`src/rtl/instr_fetch_pkg.sv`:
```
// Shared definitions for the instruction-fetch unit: phase codes, NOP encoding, FSM states.
package instr_fetch_pkg;

  localparam logic [4:0] PhF = 5'b00001;
  localparam logic [4:0] PhD = 5'b00010;
  localparam logic [4:0] PhE = 5'b00100;
  localparam logic [4:0] PhM = 5'b01000;
  localparam logic [4:0] PhW = 5'b10000;

  localparam logic [31:0] NopInstr = 32'h0000_0000;

  typedef enum logic [1:0] {
    StIdle  = 2'd0,
    StReq   = 2'd1,
    StDrain = 2'd2
  } fetch_state_e;

endpackage

```
`src/rtl/instr_fetch_timer.sv`:
```
// Request timeout counter: cleared when a request starts, counts REQ cycles without ack.
module instr_fetch_timer #(
  parameter int unsigned Timeout = 255
) (
  input  logic clk,
  input  logic rst,
  input  logic clr_i,
  input  logic en_i,
  output logic expire_o
);

  logic [7:0] tcnt_q, tcnt_d;

  always_comb begin
    tcnt_d = tcnt_q;
    if (clr_i) begin
      tcnt_d = '0;
    end else if (en_i) begin
      tcnt_d = tcnt_q + 8'd1;
    end
  end

  always_ff @(posedge clk or posedge rst) begin
    if (rst) begin
      tcnt_q <= '0;
    end else begin
      tcnt_q <= tcnt_d;
    end
  end

  assign expire_o = (tcnt_q == 8'(Timeout - 1));

endmodule

```
`src/rtl/instr_fetch.sv`:
```
// Instruction fetch: samples PC in PH_F, runs a req/ack read on imem, latches IR, stalls decode.
module instr_fetch
  import instr_fetch_pkg::*;
#(
  parameter int unsigned AddrW   = 32,
  parameter int unsigned DataW   = 32,
  parameter int unsigned Timeout = 255
) (
  input  logic             clk,
  input  logic             rst,
  input  logic [4:0]       phase_i,
  input  logic [AddrW-1:0] pc_i,
  input  logic             hlt_i,
  output logic             imem_req_o,
  output logic [AddrW-1:0] imem_addr_o,
  input  logic             imem_ack_i,
  input  logic [DataW-1:0] imem_rdata_i,
  output logic [DataW-1:0] ir_o,
  output logic             stall_o,
  output logic             fetch_err_o
);

  fetch_state_e     state_q, state_d;
  logic             req_q, req_d;
  logic [AddrW-1:0] addr_q, addr_d;
  logic [DataW-1:0] ir_q, ir_d;
  logic             err_q, err_d;
  logic             tmr_clr, tmr_en, tmr_expire;

  instr_fetch_timer #(
    .Timeout(Timeout)
  ) u_timer (
    .clk     (clk),
    .rst     (rst),
    .clr_i   (tmr_clr),
    .en_i    (tmr_en),
    .expire_o(tmr_expire)
  );

  always_ff @(posedge clk or posedge rst) begin
    if (rst) begin
      state_q <= StIdle;
      req_q   <= 1'b0;
      addr_q  <= '0;
      ir_q    <= '0;
      err_q   <= 1'b0;
    end else begin
      state_q <= state_d;
      req_q   <= req_d;
      addr_q  <= addr_d;
      ir_q    <= ir_d;
      err_q   <= err_d;
    end
  end

  always_comb begin
    state_d = state_q;
    req_d   = req_q;
    addr_d  = addr_q;
    ir_d    = ir_q;
    err_d   = err_q;
    tmr_clr = 1'b0;
    tmr_en  = 1'b0;
    unique case (state_q)
      StIdle: begin
        if (hlt_i) begin
          err_d = 1'b0;
        end else if (phase_i == PhF) begin
          addr_d = pc_i;
          if (pc_i[1:0] == 2'b00) begin
            req_d   = 1'b1;
            tmr_clr = 1'b1;
            state_d = StReq;
          end else begin
            err_d = 1'b1;
            ir_d  = DataW'(NopInstr);
          end
        end
      end
      StReq: begin
        if (imem_ack_i) begin
          ir_d    = imem_rdata_i;
          req_d   = 1'b0;
          state_d = StIdle;
        end else if (tmr_expire) begin
          // Timeout is the only case where a request is withdrawn without an ack.
          req_d   = 1'b0;
          ir_d    = DataW'(NopInstr);
          err_d   = 1'b1;
          state_d = StIdle;
        end else begin
          tmr_en = 1'b1;
          if (hlt_i) begin
            state_d = StDrain;
          end
        end
      end
      StDrain: begin
        if (imem_ack_i) begin
          req_d   = 1'b0;
          state_d = StIdle;
        end
      end
      default: begin
        state_d = StIdle;
        req_d   = 1'b0;
      end
    endcase
  end

  always_comb begin
    stall_o = (phase_i == PhD) && (state_q != StIdle) && !hlt_i;
  end

  assign imem_req_o  = req_q;
  assign imem_addr_o = addr_q;
  assign ir_o        = ir_q;
  assign fetch_err_o = err_q;

endmodule

```
`config.mk`:
```
export PLATFORM = sky130hd
export DESIGN_NAME = instr_fetch
export DESIGN_NICKNAME = d
export VERILOG_FILES = /design/src/rtl/instr_fetch_pkg.sv /design/src/rtl/instr_fetch_timer.sv /design/src/rtl/instr_fetch.sv
export SDC_FILE = /design/constraint.sdc
export NUM_CORES = 1
export LEC_CHECK = 0
export CAP_MARGIN = 20
export CORE_MARGIN = 1
export CORE_UTILIZATION = 45
export DETAILED_ROUTE_END_ITERATION = 16
export DONT_BUFFER_PORTS = 1
export HOLD_SLACK_MARGIN = 0.1
export PLACE_DENSITY_LB_ADDON = 0.1
export SLEW_MARGIN = 15
export SYNTH_ARGS = -nofsm -noshare
export SYNTH_HDL_FRONTEND = slang
export SYNTH_SLANG_ARGS = --single-unit
```
`constraint.sdc`:
```
create_clock -name clk -period 3.7 [get_ports clk]
set_input_delay 0.37 -clock clk [delete_from_list [all_inputs] [get_ports clk]]
set_output_delay 0.37 -clock clk [all_outputs]
set_load 0.01 [all_outputs]
```
==> results of run 1 <==
synth_stat cells, types with 2 or more instances:
library cell  instances
a211oi_1              3
nor2_1               10
inv_1                 5
buf_6                 3
a22o_1               32
nor4_1                2
nand2_1               4
o22a_1                2
buf_2                 4
and3_1                4
a21oi_1               3
nand3_1               4
mux2i_1               3
xnor2_1               2
mux2_2               31
nor3_1                4
ha_1                  2
dfrtp_1              76
a31oi_1               2
clkbuf_1              5
placed cells by master (no fill, tap or decap), drive strengths merged, types with 2 or more instances in the layout:
cell,count
nor3,5
dfrtp,76
a22o,32
buf,4
mux2i,3
nor4,2
clkbuf,9
inv,7
clkinv,2
mux2,32
nand3,4
a31oi,2
xnor2,2
a211oi,3
nand2,4
ha,2
o22a,2
nor2,10
clkinvlp,2
and3,4
a21oi,3
worst paths after layout:
check	startpoint	cells past startpoint	endpoint
worst max-delay path	state_q[1]	4	imem_addr_o[5]
worst min-delay path	rst	1	ir_o[17]
worst max register to register	state_q[1]	4	imem_addr_o[5]
worst min register to register	imem_addr_o[24]	1	imem_addr_o[24]
max in group asynchronous	rst	2	imem_addr_o[22]
min in group clk	imem_ack_i	1	state_q[1]
layer usage:
metal / global-route usage / wire length [um] / up-vias / part of all wire
met5: 0 / 0 / - / 0
met4: 0.0878 / 80 / 0 / 0.013
met3: 0.0669 / 462 / 9 / 0.075
met2: 0.288 / 3070 / 94 / 0.50
met1: 0.215 / 2570 / 948 / 0.42
li1: - / - / 825 / -
state kept, by name, indices dropped and copies added, names as in the netlist:
signal	cells
fetch_err_o	1
imem_addr_o	32
imem_req_o	1
ir_o	32
state_q	2
u_timer.tcnt_q	8
cell type report:
type                    count  area [sq um]
fillers                   541          3110
clock buffers               9           124
inverters                   5          20.0
flip-flops and latches     76          1900
well taps                  77          96.3
multi-input cells         128          1080
repair buffers              5          47.5
clock inverters             7          82.6
cell families (layout without fill, tap and decap cells):
group | Yosys count | count (layout)
XOR/XNOR | 3 | 3
buffers and inverters | 18 | 26
AND/OR/NAND/NOR | 40 | 40
AO/OA/AOI/OAI | 48 | 48
adder cells (fa/ha/maj) | 2 | 2
multiplexers | 35 | 35
flip-flops | 76 | 76
power by group:
| group | internal (mW) | leakage [nW] | switching [mW] |
|---|---|---|---|
| Clock | 0.322 | 0.0984 | 0.322 |
| Sequential | 0.933 | 1.01 | 0.124 |
| Combinational | 0.0846 | 0.436 | 0.0559 |
| Total | 1.34 | 1.54 | 0.502 |
==> metrics.md, run 1 <==
| Metric | Value |
|---|---|
| Status | complete, but fails checks |
| Failing checks | design-rule violations |
| Final setup TNS | 0 ns |
| Initial drt markers | 110 |
| Total CTS buffers | 9 |
| GR Overflow Total | 0 |
| Final WL | 6.19 mm |
| Total core area | 6460 sq um |
| PwrDens | 549 nW/um^2 |
| Dpl cell area | 3120 sq um |
| Pwr Total | 1.84 mW |
| # Max-Cap Violations | 0 |
| Simple-Gate Fraction of Synth Area | 0.0765 |
| Setup Fix Bufs, Post-CTS | 0 |
| Max clock buf depth | 2 |
| Netlist Area Pre-Place | 3070 sq um |
| Number of synthesized flops with an enable pin | 0 |
| Row cnt | 29 |
| CP peak stage delay | 0.59 ns |
| Hold Path Class | input pin to async pin |
| Yosys top cell area share | 0.619 |
| CP max stage cell | or4b_4 |
| Max VDD drop | 0.000274 V |
| Worst Path Required | 3.92 ns |
| Fraction of layout cells with a size suffix above 1 | 0.252 |
| GP Congestion | 0.826 |
| Final period util | 0.644 |
| Routed wire per std cell | 20.1 um |
| Peak fanout along the critical path | 22 |
| Cells after Synth | 222 |
| TritonCTS clock tree | built |
| Leak | 1.54 nW |
| Die span in y | 84.6 um |
| # diodes | 0 |
| Setup Skew | 0.00768 ns |
| Fmax | 419 MHz |
| RSZ-0062 raised after global routing | no |
| Clock-pin slew on the worst setup and hold paths | 0.09 ns |
| Hold Fails Final Rpt | 0 |
| Crit path time final | 2.38 ns |
| Initial Util | 0.476 |
| Global-route wire length before repair | 9.85 mm |
| CTS root buf | clkbuf_8 |
| Slew HR | 0.370 |
| Fin cells | 307 |
| Crit path buffers/inverters | 1 |
| Yosys top cell by area | dfrtp_1 |
| Slew Viols, Final | 0 |
| Synth Register Bits | 76 |
| DRC Markers | 3 |
| Reg-to-reg slack, setup | 1.32 ns |
| Cts hold-fix bufs | 1 |
| Placed insts | 289 |
| H-tree level count | 3 |
| Syn Area/Cell | 13.8 sq um |
| Initial antenna violation count | 0 |
| Worst-path cell chain | or4b_4, nor3_4, buf_4, mux2_2 |
| Crit path DAT | 2.61 ns |
| Startpoint types | register |
| Post-synth ARST share | 1.00 |
| Via/cell ratio | 6.11 |
| Pre-CTS WS | 1.32 ns |
| Vias in the first global route | 2,074 |
| Die X | 84.6 um |
| GRT Util Overall | 0.180 |
| Die area | 7160 sq um |
| YS warnings | 0 |
| DR vias | 1,876 |
| Final ANT Viol Nets | 0 |
| Synth Area in XOR/XNOR | 0.00855 |
| Largest net degree at the start of global routing | 55 |
| Hold Worst Slack | 0.0710 ns |
| Critical Path Sink Type | register |
| Layout Utilization | 0.519 |
| Final Instance Area | 3350 sq um |
| Adder-cell area share of the yosys netlist | 0.00814 |
| Worst-margin pin slew | 0.937 ns |
| WS Path Type | register to register |
| Final worst setup slack | 1.32 ns |
| Nets | 300 |
| Pre-antenna DRT Iters | 10 |
| Distinct cell type count after synthesis | 41 |
| HPWL after DPL | 4.42 mm |
| Post-synthesis mux area share | 0.127 |
| Ranking of synthesized cells by area | dfrtp_1 62%, mux2_2 11%, a22o_1 9.1%, nor2_1 1.2%, buf_6 1.1% |
| Top_reg_cell synth | dfrtp_1 |
| Register area share after synthesis | 0.619 |
| Largest family of logic cells by synthesized area | compound AO/OA/AOI/OAI gates |
| CP delay by family, top | simple AND/OR/NAND/NOR gates |
| Area growth from synthesis to layout | 9.08% |
| Post-cts repair resize count | 0 |
| CTS sink count | 76 |
| Synthesized Nets | 297 |
| Compound-Gate Fraction of Synth Area | 0.129 |
| Setup Viol. Count Final | 0 |
| Worst-Skew Late Latency | 0.34 ns |
| I/O pins | 140 |
| Port Buf Inserts | 0 |
Power figures use the tool's default switching activity.
==> run 2: changes to the inputs <==
ABC_AREA = 1   (was not set)
clock period = 2.4 ns   (was 3.7 ns; I/O delays follow)
==> metrics.md, run 2 <==
| Metric | Value |
|---|---|
| # diodes | 0 (unchanged) |
| H-tree level count | 3 (unchanged) |
| Commonest non-fill, non-tap cell in the layout | nand2_1 |
| Hold Fails Final Rpt | 0 (unchanged) |
| Slew Viols, Final | 0 (unchanged) |
| Post-synth ARST share | 1.00 (unchanged) |
| I/O pins | 140 (unchanged) |
| Status | complete, no violations |
| Placed insts | 472 (+63%) |
| DR vias | 2,717 (+45%) |
| Final ANT Viol Nets | 0 (unchanged) |
| WS Path Type | register to register |
| Slew HR | 0.578 (+0.208) |
| Final period util | 0.739 (+0.0945) |
| Fraction of layout cells with a size suffix above 1 | 0.0788 (-0.173) |
| Worst-margin pin slew | 0.632 ns (-0.305 ns) |
| Global-route wire length before repair | 12.3 mm (+25%) |
| Yosys top cell by area | dfrtp_1 |
| Max clock buf depth | 2 (unchanged) |
| Worst-Skew Late Latency | 0.35 ns (about the same) |
| Final setup TNS | 0 ns (unchanged) |
| Largest net degree at the start of global routing | 42 (-24%) |
| GP Congestion | 0.757 (-8.4%) |
| # Max-Cap Violations | 0 (unchanged) |
| Top_reg_cell synth | dfrtp_1 |
| Multi-input logic area | 1290 sq um (+19%) |
| Hold Path Class | input pin to register |
| Critical Path Sink Type | register |
| Worst Path Required | 2.69 ns (-1.23 ns) |
| YS warnings | 0 (unchanged) |
| Yosys top cell area share | 0.560 (-0.0584) |
| Fin cells | 556 (+81%) |
| Final WL | 7.81 mm (+26%) |
| Crit path DAT | 2.06 ns (-0.55 ns) |
| PwrDens | 1000 nW/um^2 (+82%) |
| Synth top cells by count | 187 x nand2_1, 76 x dfrtp_1, 50 x nand3_1 |
| Crit path time final | 1.77 ns (-0.611 ns) |
| Reg area | 1900 sq um (unchanged) |
| Ranking of synthesized cells by area | dfrtp_1 56%, nand2_1 21%, nand3_1 7.4%, buf_6 2.3%, buf_4 1.8% |
| TritonCTS clock tree | built |
| Total core area | 7250 sq um (+12%) |
| Nets | 527 (+76%) |
| Row cnt | 31 (+6.9%) |
| Distinct cell type count after synthesis | 28 (-32%) |
| HPWL after DPL | 4.92 mm (+11%) |
| Via/cell ratio | 4.89 (-20%) |
| Top-count cell post-synth | nand2_1 |
| Setup Skew | 0.0104 ns (+0.00272 ns) |
| RSZ-0062 raised after global routing | no |
| Max VDD drop | 0.000520 V (+90%) |
| Die area | 7890 sq um (+10%) |
| Die X | 88.8 um (+5.0%) |
| Cells after Synth | 385 (+73%) |
| DRC Markers | 0 (-3) |
| Register area share after synthesis | 0.560 (-0.0584) |
| Syn Area/Cell | 8.81 sq um (-36%) |
| Synth Register Bits | 76 (unchanged) |
| Pwr Total | 4.30 mW (+130%) |
| Initial antenna violation count | 0 (unchanged) |
| Fmax | 564 MHz (+34%) |
| Synthesized Nets | 460 (+55%) |
| Routed wire per std cell | 14.0 um (-30%) |
| Pre-CTS WS | 0.678 ns (-0.638 ns) |
| Leak | 2.27 nW (+47%) |
| Netlist Area Pre-Place | 3390 sq um (+10%) |
| Die span in y | 88.8 um (+5.0%) |
| GRT Util Overall | 0.207 (+0.0271) |
| Number of synthesized flops with an enable pin | 0 (unchanged) |
| Clock-pin slew on the worst setup and hold paths | 0.08 ns (about the same) |
| Setup Viol. Count Final | 0 (unchanged) |
| CTS root buf | clkbuf_8 |
| Peak fanout along the critical path | 6 (-73%) |
| CTS sink count | 76 (unchanged) |
| Vias in the first global route | 2,615 (+26%) |
| Pre-antenna DRT Iters | 6 (-4) |
| Startpoint types | register |
| Total CTS buffers | 9 (unchanged) |
| Final worst setup slack | 0.626 ns (-0.689 ns) |
| Port Buf Inserts | 0 (unchanged) |
| Most frequent cells in the layout | 187 x nand2_1, 76 x dfrtp_1, 68 x dlygate4sd3_1, 50 x nand3_1, 12 x inv_1 |
| GR Overflow Total | 0 (unchanged) |
| Area growth from synthesis to layout | 26.6% |
| Initial Util | 0.468 (-0.00796) |
| FILL cells | 663 (+23%) |
| Hold Worst Slack | 0.133 ns (+0.0622 ns) |
| Initial drt markers | 102 (-7.3%) |
==> run 2: cell types whose count changed after synthesis, moves of 4 or more <==
| cell | before | now |
|---|---|---|
| nand2_1 | 4 | 187 |
| nand3_1 | 4 | 50 |
| a22o_1 | 32 | 0 |
| mux2_2 | 31 | 0 |
| buf_4 | 0 | 8 |
| inv_1 | 5 | 13 |
| clkbuf_1 | 5 | 0 |
| nor2_1 | 10 | 5 |
| and3_1 | 4 | 0 |
| buf_6 | 3 | 7 |
| nand4_1 | 1 | 5 |
==> run 2: cell type report <==
class                      count  share of cell area
clock buffer                  10              0.0320
sequential                    76               0.443
inverter                      16              0.0143
tap                           99              0.0288
timing repair buffer          72               0.168
clock inverter                 6              0.0143
multi-input combinational    277               0.300
==> run 2: final timing paths <==
| check | startpoint | to | slack (ns) | cells past startpoint |
|---|---|---|---|---|
| setup reg to reg | state_q[1] | imem_addr_o[0] | 0.63 | 6 |
| max in group asynchronous | rst | state_q[0] | 1.34 | 3 |
| hold / removal | hlt_i | state_q[1] | 0.13 | 4 |
| hold reg to reg | ir_o[0] | ir_o[0] | 0.54 | 2 |
| min in group asynchronous | rst | ir_o[4] | 0.42 | 2 |
| setup / recovery | state_q[1] | imem_addr_o[0] | 0.63 | 6 |
==> run 2: layer usage <==
metal	up-vias	share of wire	routed length, um	global-route usage
met3	9	0.064	496	0.0513
met5	-	0	0	0
met4	0	0.014	109	0.0968
met2	75	0.47	3670	0.345
li1	1355	-	-	-
met1	1278	0.45	3530	0.252
==> run 2: cell families after synthesis <==
| logic type | after synthesis | synth area share |
|---|---|---|
| and+or+nand+nor | 262 | 0.346 |
| DFF | 76 | 0.560 |
| buffers and inverters | 32 | 0.0601 |
| AOI/OAI and AO/OA | 10 | 0.0184 |
| xor gates and xnor gates | 3 | 0.00774 |
| adders and majority gates | 2 | 0.00737 |
==> run 2: worst max-delay path: stages, from the launching register on <==
cell and delay (ns):
dfrtp_1 0.47, nor2_2 0.26, inv_2 0.11, nor2_8 0.15, nand3_1 0.10, dlygate4sd3_1 0.57, nand2_1 0.07
==> run 2: what timing repair did <==
item / in CTS / in global routing
hold endpoints to repair: 100 / 0
buffers inserted: 0 / 0
resized for setup: 0 / 0
hold buffers: 68 / 0
==> run 2: power breakdown <==
group | internal (mW) | switching (mW) | leakage (nW)
logic | 0.383 | 0.648 | 1.16
clock network | 0.507 | 0.478 | 0.102
registers | 1.73 | 0.553 | 1.01
total | 2.62 | 1.68 | 2.27
==> run 2: through the flow <==
step	instance area, sq um	utilization
floorplan	3390	-
global placement	3420	0.471
detailed placement	3420	0.471
CTS	4300	0.592
global route	4300	0.592
finish	4300	0.592
==> run 3: changes to the inputs <==
clock period = 1.4 ns   (was 2.4 ns; I/O delays follow)
==> metrics.md, run 3 (synthesis results as in run 2) <==
| Metric | Value |
|---|---|
| Pre-antenna DRT Iters | 6 (unchanged) |
| Routed wire per std cell | 14.4 um (+2.2%) |
| HPWL after DPL | 5.20 mm (+5.8%) |
| Vias in the first global route | 2,765 (+5.7%) |
| Sw Pwr | 3.05 mW (+82%) |
| Commonest non-fill, non-tap cell in the layout | nand2_1 |
| Status | complete, but fails checks |
| CTS sink count | 76 (unchanged) |
| # diodes | 0 (unchanged) |
| Clock-pin slew on the worst setup and hold paths | 0.08 ns (about the same) |
| Fraction of layout cells with a size suffix above 1 | 0.133 (+0.0539) |
| I/O pins | 140 (unchanged) |
| Pwr Total | 8.02 mW (+86%) |
| H-tree level count | 3 (unchanged) |
| Worst r2r src | u_timer.tcnt_q[0] |
| Initial Util | 0.468 (unchanged) |
| Global-route wire length before repair | 12.3 mm (+0.17%) |
| Worst-Skew Late Latency | 0.34 ns (about the same) |
| Initial drt markers | 157 (+54%) |
| Hold Worst Slack | 0.131 ns (-0.00273 ns) |
| Part of the power in combinational logic | 0.287 (+0.047) |
| Port Buf Inserts | 0 (unchanged) |
| Crit path time final | 1.44 ns |
| RSZ-0062 raised after global routing | yes |
| Die X | 88.8 um (unchanged) |
| Crit path DAT | 1.30 ns (-0.76 ns) |
| CP peak stage delay | 0.38 ns (-0.19 ns) |
| Setup Viol. Count Final | 33 (+33) |
| Via/cell ratio | 4.91 (+0.39%) |
| # Max-Cap Violations | 0 (unchanged) |
| CP delay by family, top | flip-flops |
| Final setup TNS | -0.699 ns (-0.699 ns) |
| GR Overflow Total | 0 (unchanged) |
| Critical Path Sink Type | primary output |
| Slew HR | 0.641 (+0.0630) |
| Final WL | 8.24 mm (+5.5%) |
| Worst-path cell chain | nor2_2, buf_4, nor4_4, buf_4 |
| Setup Skew | 0.00879 ns (-0.00161 ns) |
| Worst-margin pin slew | 0.537 ns (-0.0948 ns) |
| Hold Path Class | input pin to register |
| Leak | 2.39 nW (+5.3%) |
| Max VDD drop | 0.000955 V (+84%) |
| Slew Viols, Final | 0 (unchanged) |
| Hold Fails Final Rpt | 0 (unchanged) |
| Area growth from synthesis to layout | 35.1% |
| Most frequent cells in the layout | 187 x nand2_1, 75 x dfrtp_1, 66 x dlygate4sd3_1, 48 x nand3_1, 17 x buf_4 |
| Die area | 7890 sq um (unchanged) |
| Seq pwr share | 0.481 (-0.050) |
| Nets | 545 (+3.4%) |
| DRC Markers | 0 (unchanged) |
| Crit path buffers/inverters | 2 (unchanged) |
| Final worst setup slack | -0.0380 ns (-0.664 ns) |
| Failing checks | negative setup slack |
| CTS root buf | clkbuf_8 |
| Largest net degree at the start of global routing | 33 (-21%) |
| TritonCTS clock tree | built |
| DR vias | 2,816 (+3.6%) |
| Die span in y | 88.8 um (unchanged) |
| Row cnt | 31 (unchanged) |
| GRT Util Overall | 0.207 (+0.000676) |
| Layout Utilization | 0.632 (+0.0395) |
| Peak fanout along the critical path | 4 (-2) |
| Initial antenna violation count | 0 (unchanged) |
| Total core area | 7250 sq um (unchanged) |
| FILL cells | 646 (-2.6%) |
| Hold Crit Start | imem_ack_i |
| Startpoint types | register |
| Total CTS buffers | 9 (unchanged) |
| WS Path Type | register to primary output |
| Worst Path Required | 1.26 ns (-1.43 ns) |
| CP max stage cell | dfrtp_2 |
| Total internal power | 4.96 mW (+89%) |
| Pre-CTS WS | -0.0426 ns (-0.720 ns) |
| Critical path startpoint | state_q[1] |
| Clk pwr share | 0.232 (+0.003) |
| Final period util | 1.03 |
| Fmax | 695 MHz |
| PwrDens | 1750 nW/um^2 (+75%) |
| Critical Path Most Common Cell | buf_4 |
| Final ANT Viol Nets | 0 (unchanged) |
| Switching Share | 0.381 (-0.00951) |
| Max clock buf depth | 2 (unchanged) |
| GP Congestion | 0.804 (+6.2%) |
==> run 3: changes by cell type in the layout (fill, tap and decap cells not counted), sizes merged <==
cell	delta
buf	+20
bufinv	+1
clkbuf	-1
dlygate4sd3	-2
==> run 3: per-layer routing <==
metal,wire length [um],vias to the layer above,track usage
met5,0,-,0
met2,4220,76,0.361
met1,3420,1345,0.238
met3,502,10,0.0541
met4,104,0,0.0982
li1,-,1385,-
==> run 3: layout make-up <==
cell class                 count  area, sq um  share of cell area
clock buffer                   9          124              0.0270
tap                           99          124              0.0270
sequential                    76         1900               0.415
timing repair buffer          90          928               0.203
clock inverter                 7          100              0.0218
multi-input combinational    277         1340               0.292
inverter                      16         66.3              0.0145
==> run 3: worst paths after layout <==
| check | cells past startpoint | end | slack (ns) |
|---|---|---|---|
| min reg2reg | 2 | imem_addr_o[22] | 0.54 |
| max | 4 | stall_o | -0.04 |
| min | 5 | fetch_err_o | 0.13 |
| max reg2reg | 10 | ir_o[18] | -0.04 |
| max in group asynchronous | 3 | ir_o[22] | 0.54 |
| min in group asynchronous | 2 | imem_addr_o[15] | 0.35 |
==> run 3: worst register-to-register path: stages, from the launching register on <==
cell and delay [ns]:
dfrtp_1 0.38, inv_1 0.06, ha_1 0.13, nand2_1 0.05, nor2_1 0.09, nand2_1 0.11, nand3_4 0.11, nand3_4 0.09
buf_12 0.19, nand2_1 0.08, nand2_1 0.06
==> run 3: stage by stage <==
stage | cells | instance area (sq um)
finish | 574 | 4580
global route | 574 | 4580
CTS | 571 | 4520
detailed placement | 487 | 3610
global placement | 487 | 3610
floorplan | 385 | 3400
==> run 3: power by group through the flow <==
stage	Combinational [mW]	Clock [mW]	Sequential [mW]
final	2.30	1.86	3.86
after global placement	1.90	0	3.91
after CTS	2.21	1.93	3.86
after floorplan	1.49	0	3.77
after global routing	2.63	2.00	3.96
after detailed placement	1.97	0	3.92
==> run 3: timing repair <==
item                       in CTS  in global routing
hold endpoints to repair      137                  0
setup buffers                   2                  3
pin swaps                       0                  0
setup endpoints to repair      71                 74
hold buffers                   66                  0
resized for setup               4                  7
